### config.mk
export PLATFORM = sky130hd
export DESIGN_NAME = verificador_paridade_serial
export DESIGN_NICKNAME = d
export VERILOG_FILES = /design/src/rtl/verificacao_paridade_pkg.sv /design/src/rtl/verificador_paridade_serial_contador.sv /design/src/rtl/verificador_paridade_serial.sv
export SDC_FILE = /design/constraint.sdc
export NUM_CORES = 1
export LEC_CHECK = 0
export CORE_ASPECT_RATIO = 0.8
export CORE_MARGIN = 4
export CORE_UTILIZATION = 23
export DETAILED_ROUTE_END_ITERATION = 16
export GPL_ROUTABILITY_DRIVEN = 0
export PLACE_DENSITY = 0.42
export SYNTH_ARGS = -nofsm -noshare
export SYNTH_HDL_FRONTEND = slang
export SYNTH_SLANG_ARGS = --single-unit
### constraint.sdc
create_clock -name clk -period 1.7 [get_ports clk]
set_input_delay 0.34 -clock clk [delete_from_list [all_inputs] [get_ports clk]]
set_output_delay 0.34 -clock clk [all_outputs]
set_load 0.03 [all_outputs]
### src/rtl/verificacao_paridade_pkg.sv
// Shared types and the parity rule for the serial parity checker.
package verificacao_paridade_pkg;

  typedef enum logic {
    OCIOSO    = 1'b0,
    RECEBENDO = 1'b1
  } estado_t;

  // Callers zero-extend their data to this width; extra zeros do not change the XOR.
  localparam int LARGURA_MAX = 32;

  function automatic logic paridade_ok_f(
    input logic [LARGURA_MAX-1:0] data,
    input logic                   par,
    input logic                   modo
  );
    return ~(^data ^ par ^ modo);
  endfunction

endpackage

### src/rtl/verificador_paridade_serial_contador.sv
// Saturating up-counter with a clear input that has priority over increment.
module contador_saturado #(
  parameter int W = 8
) (
  input  logic         clk,
  input  logic         rst,
  input  logic         inc,
  input  logic         limpa,
  output logic [W-1:0] count
);

  always_ff @(posedge clk) begin
    if (rst) begin
      count <= '0;
    end else if (limpa) begin
      count <= '0;
    end else if (inc && (count != {W{1'b1}})) begin
      count <= count + 1'b1;
    end
  end

endmodule

### src/rtl/verificador_paridade_serial.sv
// Serial parity checker: assembles MSB-first frames (data then parity bit), checks them,
// and hands each result to a one-entry valid/ready buffer.
module verificador_paridade_serial
  import verificacao_paridade_pkg::*;
#(
  parameter int LARGURA_DADO = 5,
  parameter int CONTADOR_W   = 8
) (
  input  logic                    clk,
  input  logic                    rst,
  input  logic                    bit_in,
  input  logic                    bit_valid,
  input  logic                    inicio,
  input  logic                    modo_impar,
  input  logic                    limpa_cont,
  output logic [LARGURA_DADO-1:0] dado_out,
  output logic                    paridade_ok,
  output logic                    out_valid,
  input  logic                    out_ready,
  output logic                    descarte,
  output logic [CONTADOR_W-1:0]   erro_cont
);

  localparam int BITS_QUADRO = LARGURA_DADO + 1;
  localparam int CNT_W       = $clog2(BITS_QUADRO + 1);

  estado_t                 state_reg, state_next;
  logic [LARGURA_DADO-1:0] shift_reg;
  logic [CNT_W-1:0]        cnt_reg;
  logic                    modo_reg;
  logic                    ultimo_bit;
  logic                    frame_done;
  logic                    ok_now;
  logic                    pop;
  logic                    carrega;

  // The data bits are all in shift_reg when the parity bit arrives, so the check is combinational.
  assign ok_now  = paridade_ok_f(LARGURA_MAX'(shift_reg), bit_in, modo_reg);
  assign pop     = out_valid && out_ready;
  assign carrega = frame_done && (!out_valid || pop);

  always_comb begin
    state_next = state_reg;
    frame_done = 1'b0;
    ultimo_bit = (cnt_reg == CNT_W'(LARGURA_DADO));
    case (state_reg)
      OCIOSO: begin
        if (bit_valid && inicio) state_next = RECEBENDO;
      end
      RECEBENDO: begin
        if (bit_valid && !inicio && ultimo_bit) begin
          frame_done = 1'b1;
          state_next = OCIOSO;
        end
      end
      default: state_next = OCIOSO;
    endcase
  end

  always_ff @(posedge clk) begin
    if (rst) begin
      state_reg <= OCIOSO;
      shift_reg <= '0;
      cnt_reg   <= '0;
      modo_reg  <= 1'b0;
    end else begin
      state_reg <= state_next;
      if (bit_valid && inicio) begin
        // A start bit always opens a fresh frame, even mid-frame or on the parity slot.
        shift_reg <= LARGURA_DADO'(bit_in);
        cnt_reg   <= CNT_W'(1);
        modo_reg  <= modo_impar;
      end else if (bit_valid && (state_reg == RECEBENDO)) begin
        if (ultimo_bit) begin
          cnt_reg <= '0;
        end else begin
          shift_reg <= {shift_reg[LARGURA_DADO-2:0], bit_in};
          cnt_reg   <= cnt_reg + 1'b1;
        end
      end
    end
  end

  always_ff @(posedge clk) begin
    if (rst) begin
      dado_out    <= '0;
      paridade_ok <= 1'b0;
      out_valid   <= 1'b0;
      descarte    <= 1'b0;
    end else begin
      descarte <= frame_done && out_valid && !pop;
      if (carrega) begin
        dado_out    <= shift_reg;
        paridade_ok <= ok_now;
        out_valid   <= 1'b1;
      end else if (pop) begin
        out_valid <= 1'b0;
      end
    end
  end

  // Dropped frames still count as errors, so the increment uses frame_done, not carrega.
  contador_saturado #(
    .W(CONTADOR_W)
  ) u_contador_erros (
    .clk  (clk),
    .rst  (rst),
    .inc  (frame_done && !ok_now),
    .limpa(limpa_cont),
    .count(erro_cont)
  );

endmodule

=== After elaboration in Yosys (flattened, before gate mapping) ===
Index checks and enable logic that the tools add are counted.

* Bits in registers: 26
* Bits of input ports: 8
* Latch bits: 0
* Memories: 0
* ROM bits: 0
* Logic and storage cells: 55
* Output and inout port bits: 16
* RAM bits: 0

* Divide/modulo/power cells: 0
* Add/subtract/negate cells: 2
* Multiply operators: 0
* Shift operators: 0
* Reductions and logical operators: 21
* Mux-type cells: 13
* Equality and inequality tests: 3
* Magnitude comparators: 0
* Bitwise logic cells: 5

{| class="wikitable"
|+ Operator list
! kind !! count
|-
| 32-bit parity || 1
|-
| 1-bit 2-to-1 mux || 11
|-
| 1-bit logical AND || 10
|-
| 8-bit by 1-bit adder with 8-bit output, second input constant || 1
|-
| 8-bit inequality test, second input constant || 1
|-
| 2-bit AND reduction || 2
|-
| 2-bit nonzero test || 2
|-
| 2-bit OR reduction || 2
|-
| 3-bit by 1-bit adder with 3-bit output, second input constant || 1
|-
| 3-bit == test, second input constant || 1
|-
| 1-bit zero test || 3
|-
| 3-bit 2-to-1 mux || 1
|-
| 1-bit NOT || 3
|-
| 2-bit by 1-bit inequality test with 1-bit output, second input constant || 1
|-
| 1-bit case mux with 2 select lines || 1
|-
| 1-bit XOR || 2
|-
| 1-bit logical OR || 1
|}

=== Depth between registers and ports, before layout ===
* Depth after elaboration: 7
* Depth in mapped cells: 6
* Mapped depth without buffers: 5

=== Cells and area by module ===
From an unflattened synthesis, not the netlist that was laid out.

* Cell total of the unflattened synthesis: 123
* Area, all modules: 1192.4 um2

{| class="wikitable"
|+ Modules (own cells, without submodules)
! module !! sequential area each (um2) !! cells each !! times used !! area each (um2)
|-
| verificador_paridade_serial || 360.3 || 76 || 1 || 757.0
|-
| contador_saturado || 160.2 || 47 || 1 || 435.4
|}

=== Worst setup path before layout ===
Ideal clock, no wire load.

* Path type: register to register
* Start: register shift_reg[2]
* End: register u_contador_erros.count[7]
* Path buffers: 0
* Slack: -23 ps
* Library setup time: 70 ps
* Arrival time: 1653 ps
* Stages on the path, launching flop included: 5
* Period minus slack after synthesis: 1723 ps
* Required time: 1630 ps
* Path through: dfxtp_1 -> xor2_1 -> xnor3_2 -> or4_1 -> a21oi_1

* Word-level cells in the longest chain between the ends: 5

{| class="wikitable"
|+ Ends and longest elaborated chain
! what !! RTL line !! RTL
|-
| start: declaration || verificador_paridade_serial.sv:28 || <nowiki>logic [LARGURA_DADO-1:0] shift_reg;</nowiki>
|-
| start signal: assignment || verificador_paridade_serial.sv:70 || <nowiki>shift_reg <= LARGURA_DADO'(bit_in);</nowiki>
|-
| start signal: assignment || verificador_paridade_serial.sv:77 || <nowiki>shift_reg <= {shift_reg[LARGURA_DADO-2:0], bit_in};</nowiki>
|-
| 32-bit parity || verificacao_paridade_pkg.sv:17 || <nowiki>return ~(^data ^ par ^ modo);</nowiki>
|-
| 1-bit XOR (2 in a row) || verificacao_paridade_pkg.sv:17 ||
|-
| 1-bit logical AND || verificador_paridade_serial.sv:108 || <nowiki>.inc (frame_done && !ok_now),</nowiki>
|-
| 1-bit logical AND || verificador_paridade_serial_contador.sv:17 || <nowiki>end else if (inc && (count != {W{1'b1}})) begin</nowiki>
|-
| end signal: assignment || verificador_paridade_serial_contador.sv:18 || <nowiki>count <= count + 1'b1;</nowiki>
|-
| end: declaration || verificador_paridade_serial_contador.sv:9 || <nowiki>output logic [W-1:0] count</nowiki>
|}

No other way between the ends.
A chain may end at the register's enable or synchronous reset.

=== Final worst setup path ===
* Start: register shift_reg[0]
* End: register u_contador_erros.count[7]

Same word-level chain as after synthesis.

==> results.toml <==
[global_route]
grt_max_degree = 14
grt_antenna_before_repair = 0
grt_pass1_wl_um = 5490
gr-usage-all-layers_pct = 10.9
grt_pass1_vias = 1156
grt_overflow = 0

[floorplanning]
die_y_um = 73.1
core_mm2 = 0.00506
pin_count = 24
die-area_mm2 = 0.00654
initial_core_util_pct = 24.1
rows = 23
fp.dieW_um = 89.4

[routing]
dr.pass1.iters = 4
met2_length_um = 1480
postRouteAntennaNets = 0
drt_iter0_drc = 41
drcViolationCount = 0
dr_total_vias = 1122
wl_met1_um = 1710
wl_per_cell_um = 14.1
top_layer = "met4"
drt_wl_total_um = 3370
wl_met3_um = 146
viasPerCell = 4.69

[critical_path]
r2r_slack_ns = -0.02
endpoint = "u_contador_erros.count[7]"
critPathCaptureType = "register"
r2r_cells = 4
worst-path-max-fanout = 2
crit_type = "register to register"
cp_data_arrival_time_ns = 1.93
critPathRequiredTime_ns = 1.91
r2r_start = "shift_reg[0]"
cp-start-kind = "register"
crit_start = "shift_reg[0]"
worstReg2RegEnd = "u_contador_erros.count[7]"

[logic_synthesis]
synth_seq_cells = 26
synth_area_leader_cell = "dfxtp_1"
synth.most_common_cell = "dfxtp_1"
yosysSeqAreaShare_pct = 42.7
syn_avg_cell_area_um2 = 8.97
synth_area_mm2 = 0.00122
syn_nets = 145
synth_cell_type_count = 33
synth_commonest_cells = "26 x dfxtp_1, 16 x nor2_1, 13 x a21oi_1, 13 x nand2_1, 9 x mux2i_1"
synthCells = 136
yosys.area.top_type_share_pct = 42.7
synthTopCellsByArea = "dfxtp_1 43%, mux2i_1 7.4%, a21oi_1 5.3%, nor2_1 4.9%, nand2_1 4.0%"
synth_enable_flop_cells = 0
ys.flop_type = "dfxtp_1"
yosysWarnings = 0
synthArstFlopShare_pct = 0

[timing]
period_minus_slack_ns = 1.72
tightest_slew_ns = 0.424
fmax_mhz = 582
worst_slack_ns = -0.0186
hold_viol_final = 0
finalSetupViolCount = 1
drv_slew = 0
finalCritPeriodShare_pct = 101
clock_skew_ns = 0.00175
rsz0062_at_grt = "yes"
relSlewSlack_pct = 71.7

[power_and_ir_drop]
power_mw = 1.12
vdd_ir_drop_max_mv = 0.286
p_per_area_mw_per_mm2 = 623
p_leak_nw = 0.686

[place]
placed_area_mm2 = 0.00166
dp_slack_ns = -0.496
dp_hpwl_um = 2490
io_buffer_count = 23

[layout]
nFillCells = 521
syn_to_final_growth_pct = 47.8
drive_gt1_share_pct = 26.6
nets = 188
n_antenna_cell = 0
design_area_mm2 = 0.00180
largest_reg_flops = 8

[job]
drv_cap = 0

[clocking]
ctsHoldBuffers = 0
h-tree-depth = 1
cts_made_buffers = 3
clockBufferDepth = 2
clockRootBuffer = "clkbuf_8"
clkTransAtPathRegs_ns = 0.09
cts_tree = "done"
insertion_delay_ns = 0.27
cts_sinks = 26

[worst_hold_path]
min_path_type = "register to register"

[run_status]
failed_checks = "setup timing"
status = "complete, but fails checks"
-- through the flow --
stage	setup TNS [ns]	std cells	utilization, %	hold WS, ns
after CTS	0	239	34.4	0.492
after global routing	-0.0567	239	35.6	0.531
after global placement	-3.80	234	32.7	0.468
after detailed placement	-4.35	234	32.7	0.477
after floorplan	-0.0226	136	-	0.453
final	-0.0186	239	35.6	0.486
-- worst min path at each step --
| stage | to | from | cells after the start |
|---|---|---|---|
| global placement | modo_reg | modo_reg | 2 |
| global route | u_contador_erros.count[1] | u_contador_erros.count[1] | 2 |
| finish | modo_reg | modo_reg | 2 |
| floorplan | modo_reg | modo_reg | 2 |
| detailed placement | modo_reg | modo_reg | 2 |
| CTS | modo_reg | modo_reg | 2 |
-- worst max-delay path, cell delays in order (launching register included) --
cell	delay [ns]
dfxtp_2	0.35
xnor3_1	0.42
xnor3_2	0.26
or4_4	0.52
a21oi_2	0.11
-- power by group --
group | internal, mW | total (mW) | leakage, nW | switching, mW
combinational | 0.0750 | 0.144 | 0.452 | 0.0690
clock | 0.159 | 0.357 | 0.0216 | 0.198
sequential | 0.616 | 0.622 | 0.213 | 0.00614
total | 0.850 | 1.12 | 0.686 | 0.273
-- cell type report --
class | instances | area, µm² | share of cell area (%)
Tap cell | 62 | 77.6 | 4.30
Sequential cell | 26 | 527 | 29.2
Clock buffer | 3 | 41.3 | 2.29
Multi-Input combinational cell | 104 | 763 | 42.3
Timing Repair Buffer | 43 | 390 | 21.7
Inverter | 1 | 3.75 | 0.208
-- logic make-up after synthesis --
group                    Yosys count  synth area share (%)
AND/OR/NAND/NOR                   61                  25.5
AO/OA/AOI/OAI                     28                  13.4
flip-flops                        26                  42.7
multiplexers                       9                  7.38
buffers and inverters              6                  1.85
XOR/XNOR                           5                  8.10
adder cells (fa/ha/maj)            1                  1.03
-- per-layer routing --
metal / GRT usage, % / up-vias
met5: 0 / -
met4: 3.14 / 0
met3: 2.37 / 2
met2: 17.0 / 19
met1: 15.0 / 525
li1: - / 576
-- what timing repair did --
item	CTS	global route
gates resized for setup	17	16
buffers inserted	2	0
endpoints found under the setup margin	13	7
gates cloned	0	0
pin swaps	2	3
endpoints found under the hold margin	0	0
-- placed cells by master (no fill, tap or decap), types with 2 or more instances in the layout --
cell             synthesis  final
nor4_4                   0      2
nand4_1                  3      3
buf_4                    0     17
nand3_1                  6      6
buf_6                    0      2
or2_2                    2      2
or3_1                    3      3
dlygate4sd2_1            0      8
mux2i_1                  9      9
and3_1                   3      2
o21ai_0                  7      6
clkbuf_8                 0      3
a21oi_1                 13     12
nor3_1                   2      2
a211oi_1                 2      2
nor2_1                  16     15
nand2_1                 13     12
dfxtp_2                  0      5
nand2b_1                 2      2
dfxtp_1                 26     21
clkdlybuf4s50_1          0     15
Note: power is estimated with default switching activity, not from simulation.
